## config.mk

```make
export PLATFORM = sky130hd
export DESIGN_NAME = keypad_entry
export DESIGN_NICKNAME = d
export VERILOG_FILES = /design/src/rtl/microwave_pkg.sv /design/src/rtl/keypad_encoder.sv /design/src/rtl/keypad_entry.sv
export SDC_FILE = /design/constraint.sdc
export NUM_CORES = 1
export LEC_CHECK = 0
export ABC_AREA = 1
export CORE_AREA = 5 5 75 77
export DETAILED_ROUTE_END_ITERATION = 10
export DIE_AREA = 0 0 80 82
export PLACE_DENSITY = 0.77
export SKIP_CTS_REPAIR_TIMING = 1
export SYNTH_ARGS = -nofsm -noshare
export SYNTH_HDL_FRONTEND = slang
export SYNTH_HIERARCHICAL = 1
export SYNTH_SLANG_ARGS = --single-unit
```

## constraint.sdc

```tcl
create_clock -name clk -period 1.9 [get_ports clk]
set_input_delay 0.19 -clock clk [delete_from_list [all_inputs] [get_ports clk]]
set_output_delay 0.19 -clock clk [all_outputs]
set_load 0.01 [all_outputs]
```

## src/rtl/microwave_pkg.sv

```systemverilog
// Shared types and constants for the microwave keypad / counter blocks.
package microwave_pkg;

  localparam int BCD_W        = 4;
  localparam int KEY_W        = 10;
  localparam int ENTRY_DIGITS = 3;

  // Keypad FSM encoding
  localparam logic [1:0] ST_IDLE     = 2'd0;
  localparam logic [1:0] ST_DEBOUNCE = 2'd1;
  localparam logic [1:0] ST_PRESSED  = 2'd2;
  localparam logic [1:0] ST_RELEASE  = 2'd3;

  typedef enum logic [1:0] {
    IDLE     = ST_IDLE,
    DEBOUNCE = ST_DEBOUNCE,
    PRESSED  = ST_PRESSED,
    RELEASE  = ST_RELEASE
  } kp_state_e;

  // Entry register: [2]=mins, [1]=sec_tens, [0]=sec_ones
  typedef logic [ENTRY_DIGITS-1:0][BCD_W-1:0] entry_t;

  // Digit count saturates at three entered digits
  function automatic logic [1:0] sat_inc(input logic [1:0] c);
    return (c == 2'd3) ? c : c + 2'd1;
  endfunction

endpackage

```

## src/rtl/keypad_encoder.sv

```systemverilog
// One-hot key lines to BCD, with a flag marking exactly-one-key-down.
module keypad_encoder
  import microwave_pkg::*;
(
  input  logic [KEY_W-1:0] keys,
  output logic [BCD_W-1:0] bcd,
  output logic             onehot
);

  // Exactly one bit set: non-zero and clearing the lowest set bit leaves zero
  always_comb begin
    onehot = (keys != '0) && ((keys & (keys - KEY_W'(1))) == '0);
  end

  // OR of indices of set bits; only meaningful when onehot is high
  always_comb begin
    bcd = '0;
    for (int i = 0; i < KEY_W; i++) begin
      if (keys[i]) bcd = bcd | BCD_W'(i);
    end
  end

endmodule

```

## src/rtl/keypad_entry.sv

```systemverilog
// Keypad front end: sync, debounce, BCD encode and right-to-left digit entry
// feeding the minutes/seconds counter load port.
module keypad_entry
  import microwave_pkg::*;
#(
  parameter int DEBOUNCE_CYCLES = 4,
  parameter int CNT_W           = 4
) (
  input  logic             clk,
  input  logic             clearn,
  input  logic [KEY_W-1:0] keypad,
  input  logic             mag_on,
  output logic [BCD_W-1:0] d_mins,
  output logic [BCD_W-1:0] d_sec_tens,
  output logic [BCD_W-1:0] d_sec_ones,
  output logic [BCD_W-1:0] digit,
  output logic             key_valid,
  output logic             loadn,
  output logic [1:0]       digit_count
);

  localparam logic [CNT_W-1:0] CNT_LAST = CNT_W'(DEBOUNCE_CYCLES - 1);

  // Two-flop synchroniser; ks is the only view of the keypad used downstream
  logic [1:0][KEY_W-1:0] sync_pipe;
  logic [KEY_W-1:0]      ks;

  kp_state_e        state, state_nx;
  logic [CNT_W-1:0] cnt, cnt_nx;
  logic [KEY_W-1:0] pat, pat_nx;
  logic             accept;

  logic [BCD_W-1:0] ks_bcd;
  logic             ks_onehot;

  entry_t entry;

  assign ks = sync_pipe[1];

  // Accept only fires while ks==pat, so encoding ks yields BCD(pat)
  keypad_encoder u_enc (
    .keys   (ks),
    .bcd    (ks_bcd),
    .onehot (ks_onehot)
  );

  // Synchroniser shift register
  always_ff @(posedge clk or negedge clearn) begin
    if (!clearn) sync_pipe <= '0;
    else         sync_pipe <= {sync_pipe[0], keypad};
  end

  // FSM state, debounce counter and captured pattern
  always_ff @(posedge clk or negedge clearn) begin
    if (!clearn) begin
      state <= IDLE;
      cnt   <= '0;
      pat   <= '0;
    end else begin
      state <= state_nx;
      cnt   <= cnt_nx;
      pat   <= pat_nx;
    end
  end

  // Debounce next-state: press and release both need DEBOUNCE_CYCLES samples
  always_comb begin
    state_nx = state;
    cnt_nx   = cnt;
    pat_nx   = pat;
    accept   = 1'b0;
    case (state)
      IDLE: begin
        if (ks_onehot) begin
          pat_nx   = ks;
          cnt_nx   = CNT_W'(1);
          state_nx = DEBOUNCE;
        end
      end
      DEBOUNCE: begin
        if (ks == pat) begin
          if (cnt == CNT_LAST) begin
            state_nx = PRESSED;
            accept   = 1'b1;
          end else begin
            cnt_nx = cnt + CNT_W'(1);
          end
        end else begin
          state_nx = IDLE;
          cnt_nx   = '0;
        end
      end
      PRESSED: begin
        // Held keys (or extra keys piling on) never re-accept
        if (ks == '0) begin
          cnt_nx   = CNT_W'(1);
          state_nx = RELEASE;
        end
      end
      RELEASE: begin
        if (ks == '0) begin
          if (cnt == CNT_LAST) begin
            state_nx = IDLE;
            cnt_nx   = '0;
          end else begin
            cnt_nx = cnt + CNT_W'(1);
          end
        end else begin
          state_nx = PRESSED;
        end
      end
      default: begin
        state_nx = IDLE;
        cnt_nx   = '0;
      end
    endcase
  end

  // Entry shift, load strobe and digit bookkeeping on an accepted key;
  // with the magnetron running only the digit readout updates
  always_ff @(posedge clk or negedge clearn) begin
    if (!clearn) begin
      entry       <= '0;
      digit       <= '0;
      digit_count <= '0;
      key_valid   <= 1'b0;
      loadn       <= 1'b1;
    end else begin
      key_valid <= 1'b0;
      loadn     <= 1'b1;
      if (accept) begin
        digit <= ks_bcd;
        if (!mag_on) begin
          entry       <= {entry[ENTRY_DIGITS-2:0], ks_bcd};
          digit_count <= sat_inc(digit_count);
          key_valid   <= 1'b1;
          loadn       <= 1'b0;
        end
      end
    end
  end

  assign d_mins     = entry[2];
  assign d_sec_tens = entry[1];
  assign d_sec_ones = entry[0];

endmodule

```

==> impl_metrics.toml, run 1 <==
[status]
status = "finished clean"

[floorplanning]
die-height_um = 82
die_x_um = 80
core_sq_um = 4940
num_io_pins = 33
rows = 26
start_util_pct = 52.1
die_area_sq_um = 6560

[finish]
num-nets-final = 382
fillCellCount = 428
final_common_cell = "nand2_1"
num_antenna_cells = 0
final_cell_mix = "109 x nand2_1, 52 x dfrtp_1, 43 x inv_1"
layout.cells.non_filler = 438
area_growth_pct = 24.5
layout-drive-gt1-share_pct = 10.6

[sta]
worst_pin_slew_ns = 0.284
min_period_over_period_pct = 96.2
rsz0062_at_grt = "true"
report.final.slew_viol_count = 0
clock_skew_ns = 0.00590
final-hold-violation-count = 0
fin_crit_ns = 1.83
fmax_mhz = 547
finalSetupTns_ns = 0
whs_ns = 0.312
setup_viol = 0
relSlewSlack_pct = 81.1

[cts]
insertion_delay_ns = 0.31
clk_pin_slew_worst_paths_ns = 0.10
clock-sinks = 56
cts_max_level = 2
cts_tree = "done"
numCtsBuffers = 5
cts-root-buf = "clkbuf_8"
clock_tree.buffer_depth = 2

[yosys]
synth_cells = 320
syn_nets = 335
syn_avg_cell_area_sq_um = 8.05
yosys.cell_types.count = 26
yosysWarnings = 6
synth_seq_cells = 56
syn_area_sq_um = 2580
ys_seq_area_share_pct = 54.4

[detailed_routing]
vias_per_cell = 4.80
drtAntennaViolNets = 0
first_iter_violations = 245
routed_wl_mm = 5.19
wl_per_cell_um = 11.8
dr.pass1.iters = 4
num_vias = 2103
drcViolationCount = 0

[critical_path]
crit_path_max_incr_delay_ns = 0.45
required_ns = 2.11
path_buf_inv = 1
critPathLaunchType = "flop"
slowest_stage = "dfrtp_2"
path_class = "flop to flop"
critPathTopFamily = "simple AND/OR/NAND/NOR gates"
crit_fanout = 8
crit_path_end_kind = "flop"
cp.arrival_ns = 2.04
worstPathCellList = "nor2_4 -> nand2_2 -> nand2_1 -> nand2_1 -> nor2_1 -> nand3_1 -> nor2_2 -> inv_1 -> nand2_2 -> o21ai_2 -> nor2_1 -> nand2_2 -> nand2_1 -> o21ai_1"

[power]
p_int_mw = 1.91
power_frac_seq_pct = 50.1
switching_power_mw = 0.855
p_clk_share_pct = 28.3
power_frac_comb_pct = 21.6
ir_drop_v = 0.000584
p_sw_share_pct = 30.9
leakage_nw = 1.57
power_mw = 2.76
p_per_area_nw_per_um2 = 861

[worst_hold_path]
min_path_type = "primary input to flop"

[place]
post-place-cells = 425
dpl.hpwl_mm = 3.74
globalplace.congestion = 0.922
placement.io_buffers = 32

[global_route]
grt_pass1_vias = 1973
grt_overflow_total = 0
grt_max_degree = 57
grtUsageTotal_pct = 17.5
grt_pass1_wl_mm = 8.87
antenna_found_initial = 0

[run]
cap_viol_max_count = 0
[flip-flops by register name (all words and copies together) (netlist names), 4 cells and up]
signal,flops
cnt,4
d_sec_ones,4
sync_pipe,10
pat,10
ks,10
d_sec_tens,4
digit,4
d_mins,4
[per-layer routing]
metal / global-route usage (%) / vias up / part of all wire (%)
li1: - / 1081 / -
met1: 22.9 / 966 / 45
met2: 28.8 / 51 / 49
met3: 4.28 / 5 / 4.3
met4: 5.57 / 0 / 1.1
met5: 0 / - / 0
[power by group through the flow]
| stage | Clock, mW | Sequential (mW) | Combinational, mW |
|---|---|---|---|
| 6_report | 0.782 | 1.39 | 0.596 |
| 5_1_grt | 0.874 | 1.40 | 0.697 |
| 4_1_cts | 0.812 | 1.38 | 0.549 |
| 3_5_place_dp | 0 | 1.41 | 0.543 |
| 3_3_place_gp | 0 | 1.40 | 0.525 |
| 2_1_floorplan | 0 | 1.39 | 0.386 |
[final timing paths]
check / startpoint / endpoint / slack [ns] / depth (start not counted)
max reg2reg: ks[1] / cnt[3] / 0.07 / 14
min: keypad[0] / sync_pipe[0] / 0.31 / 1
min in group asynchronous: clearn / pat[2] / 0.39 / 3
max in group asynchronous: clearn / loadn / 1.21 / 3
max: ks[1] / cnt[3] / 0.07 / 14
min reg2reg: sync_pipe[0] / ks[0] / 0.35 / 0
[cell type report]
type,instances,area (sq um),area share (%)
sequential,56,1410,43.8
multi-input combinational,216,1000,31.3
timing repair buffer,44,433,13.5
inverter,44,165,5.15
tap,70,87.6,2.73
clock buffer,6,72.6,2.26
clock inverter,2,38.8,1.21
[cell usage after synthesis]
| library cell | count | share of area, % |
|---|---|---|
| a21boi_1 | 1 | 0.29 |
| and2_1 | 1 | 0.24 |
| buf_2 | 1 | 0.19 |
| buf_6 | 1 | 0.44 |
| clkbuf_1 | 2 | 0.29 |
| dfrtp_1 | 55 | 53 |
| dfstp_2 | 1 | 1.0 |
| ha_1 | 2 | 0.97 |
| inv_1 | 43 | 6.3 |
| inv_2 | 1 | 0.15 |
| nand2_1 | 112 | 16 |
| nand2_2 | 1 | 0.24 |
| nand3_1 | 16 | 3.1 |
| nand3_4 | 1 | 0.68 |
| nand3b_1 | 2 | 0.58 |
| nand4_1 | 1 | 0.24 |
| nand4_4 | 1 | 0.83 |
| nor2_1 | 33 | 4.8 |
| nor2_2 | 3 | 0.73 |
| nor2_4 | 3 | 1.3 |
| nor3_1 | 2 | 0.39 |
| o21ai_0 | 24 | 4.7 |
| o21ai_1 | 10 | 1.9 |
| or2_2 | 1 | 0.24 |
| xnor2_1 | 1 | 0.34 |
| xor2_1 | 1 | 0.34 |
[metrics by stage]
stage               utilization [%]  instance area, sq um  worst slack (ns)
floorplan                         -                  2580             0.216
global route                   64.9                  3210            -0.117
CTS                            63.6                  3150           -0.0417
detailed placement             61.4                  3030           -0.0178
finish                         64.9                  3210            0.0719
global placement               61.4                  3030            0.0820
[kinds of logic after synthesis]
| logic type | share of synthesized area, % |
|---|---|
| flops | 54.4 |
| xor+xnor | 0.680 |
| simple gates | 29.7 |
| compound gates | 6.89 |
| fa+ha+maj | 0.971 |
| buf+inv | 7.33 |
Power figures use the tool's default switching activity.
==> run 2, diff against run 1 <==
Settings changed: REMOVE_ABC_BUFFERS set to 1.
==> run 2 against run 1 <==
Combinational power up 8.4%; sequential share of layout area up 0.086 points; worst setup slack worse by 0.038 ns; register-to-register slack worse by 0.04 ns; critical path depth unchanged; clock-buffer cell count down 1; critical path type unchanged; largest cell class unchanged.
==> impl_metrics.toml, run 2 (synthesis gave the netlist of run 1 again) <==
[place]
dpl.hpwl_mm = 3.93
dpl_cell_area_sq_um = 3070
globalplace.congestion = 0.887
placement.io_buffers = 32

[sta]
min_period_over_period_pct = 98.2
final-hold-violation-count = 0
setup_viol = 0
relSlewSlack_pct = 80.3
rsz0062_at_grt = "true"
clock_skew_ns = 0.00744
fmax_mhz = 536
fin_crit_ns = 1.87
finalSetupTns_ns = 0
report.final.slew_viol_count = 0
worst_pin_slew_ns = 0.296

[detailed_routing]
num_vias = 2090
dr.pass1.iters = 4
first_iter_violations = 136
routed_wl_mm = 5.18
wl_per_cell_um = 11.7
vias_per_cell = 4.74
drcViolationCount = 0
drtAntennaViolNets = 0

[global_route]
grt_pass1_wl_mm = 9.25
grtUsageTotal_pct = 17.9
grt_overflow_total = 0
antenna_found_initial = 0
grt_max_degree = 57
grt_pass1_vias = 2155

[cts]
clk_pin_slew_worst_paths_ns = 0.10
numCtsBuffers = 5
cts-root-buf = "clkbuf_8"
clock-sinks = 56
clock_tree.buffer_depth = 2
cts_tree = "done"
insertion_delay_ns = 0.31
cts_max_level = 2

[status]
status = "finished clean"

[run]
cap_viol_max_count = 0

[finish]
final_cell_mix = "109 x nand2_1, 52 x dfrtp_1, 41 x inv_1"
final_area_sq_um = 3200
area_growth_pct = 24.2
num-nets-final = 385
num_antenna_cells = 0
layout-drive-gt1-share_pct = 12.1
final_common_cell = "nand2_1"

[floorplanning]
die_area_sq_um = 6560
num_io_pins = 33
die_x_um = 80
rows = 26
start_util_pct = 52.1
core_sq_um = 4940
die-height_um = 82

[critical_path]
path_class = "flop to flop"
crit_path_end_kind = "flop"
crit_fanout = 8
required_ns = 2.10
cp.arrival_ns = 2.07
critPathLaunchType = "flop"

[power]
leakage_nw = 1.57
p_per_area_nw_per_um2 = 840
ir_drop_v = 0.000544

[worst_hold_path]
min_path_type = "primary input to flop"
==> run 2: cell types whose count changed in the layout (fill, tap and decap cells not counted), sizes merged <==
cell / before / now
bufinv: 1 / 0
clkinvlp: 0 / 2
clkbuf: 6 / 5
buf: 12 / 15
==> run 2: per-stage QoR <==
step,std cells,hold slack [ns],total power [mW],utilization (%),setup slack [ns]
3_5_place_dp,431,0.211,1.97,62.0,-0.0188
4_1_cts,439,-0.138,2.65,63.9,-0.0329
6_report,441,0.311,2.69,64.8,0.0343
2_1_floorplan,316,-0.106,1.77,-,0.216
3_3_place_gp,431,0.207,1.95,62.0,0.0641
5_1_grt,441,0.287,2.90,64.8,-0.132
==> run 2: area by class of cell <==
cell class                      instances  area (sq um)
Fill cell                             440          1740
Clock inverter                          3          26.3
Clock buffer                            5          68.8
Sequential cell                        56          1410
Tap cell                               70          87.6
Timing Repair Buffer                   47           443
Inverter                               44           165
Multi-Input combinational cell        216          1000
==> run 2: per-layer routing <==
layer  up-vias  track usage, %  wire (um)
met2        44            31.9       2650
li1       1081               -          -
met5         -               0          0
met4         0            5.07         46
met3         5            3.73        240
met1       960            22.1       2240
==> run 2: path summary, 6_finish.rpt <==
kind | start | end | slack [ns] | depth (start not counted)
setup / recovery | ks[1] | cnt[2] | 0.03 | 14
hold / removal | keypad[6] | sync_pipe[6] | 0.31 | 1
setup reg to reg | ks[1] | cnt[2] | 0.03 | 14
hold reg to reg | sync_pipe[5] | ks[5] | 0.35 | 0
max in group asynchronous | clearn | loadn | 1.23 | 3
min in group asynchronous | clearn | pat[1] | 0.38 | 3
==> run 2: power breakdown <==
group	leakage (nW)	internal, mW	total [mW]	switching (mW)
logic	0.812	0.254	0.646	0.392
clock network	0.0423	0.269	0.679	0.410
registers	0.712	1.28	1.36	0.0798
total	1.57	1.81	2.69	0.882
==> run 2: worst max-delay path, stage by stage, from the launching register on <==
cell and delay (ns):
dfrtp_2 0.45, nor2_4 0.19, nand2_2 0.07, nand2_1 0.06
nand2_1 0.05, nor2_1 0.09, nand3_1 0.09, nor2_2 0.14
inv_1 0.06, nand2_2 0.08, o21ai_2 0.07, nor2_1 0.13
nand2_2 0.13, nand2_1 0.07, o21ai_0 0.07
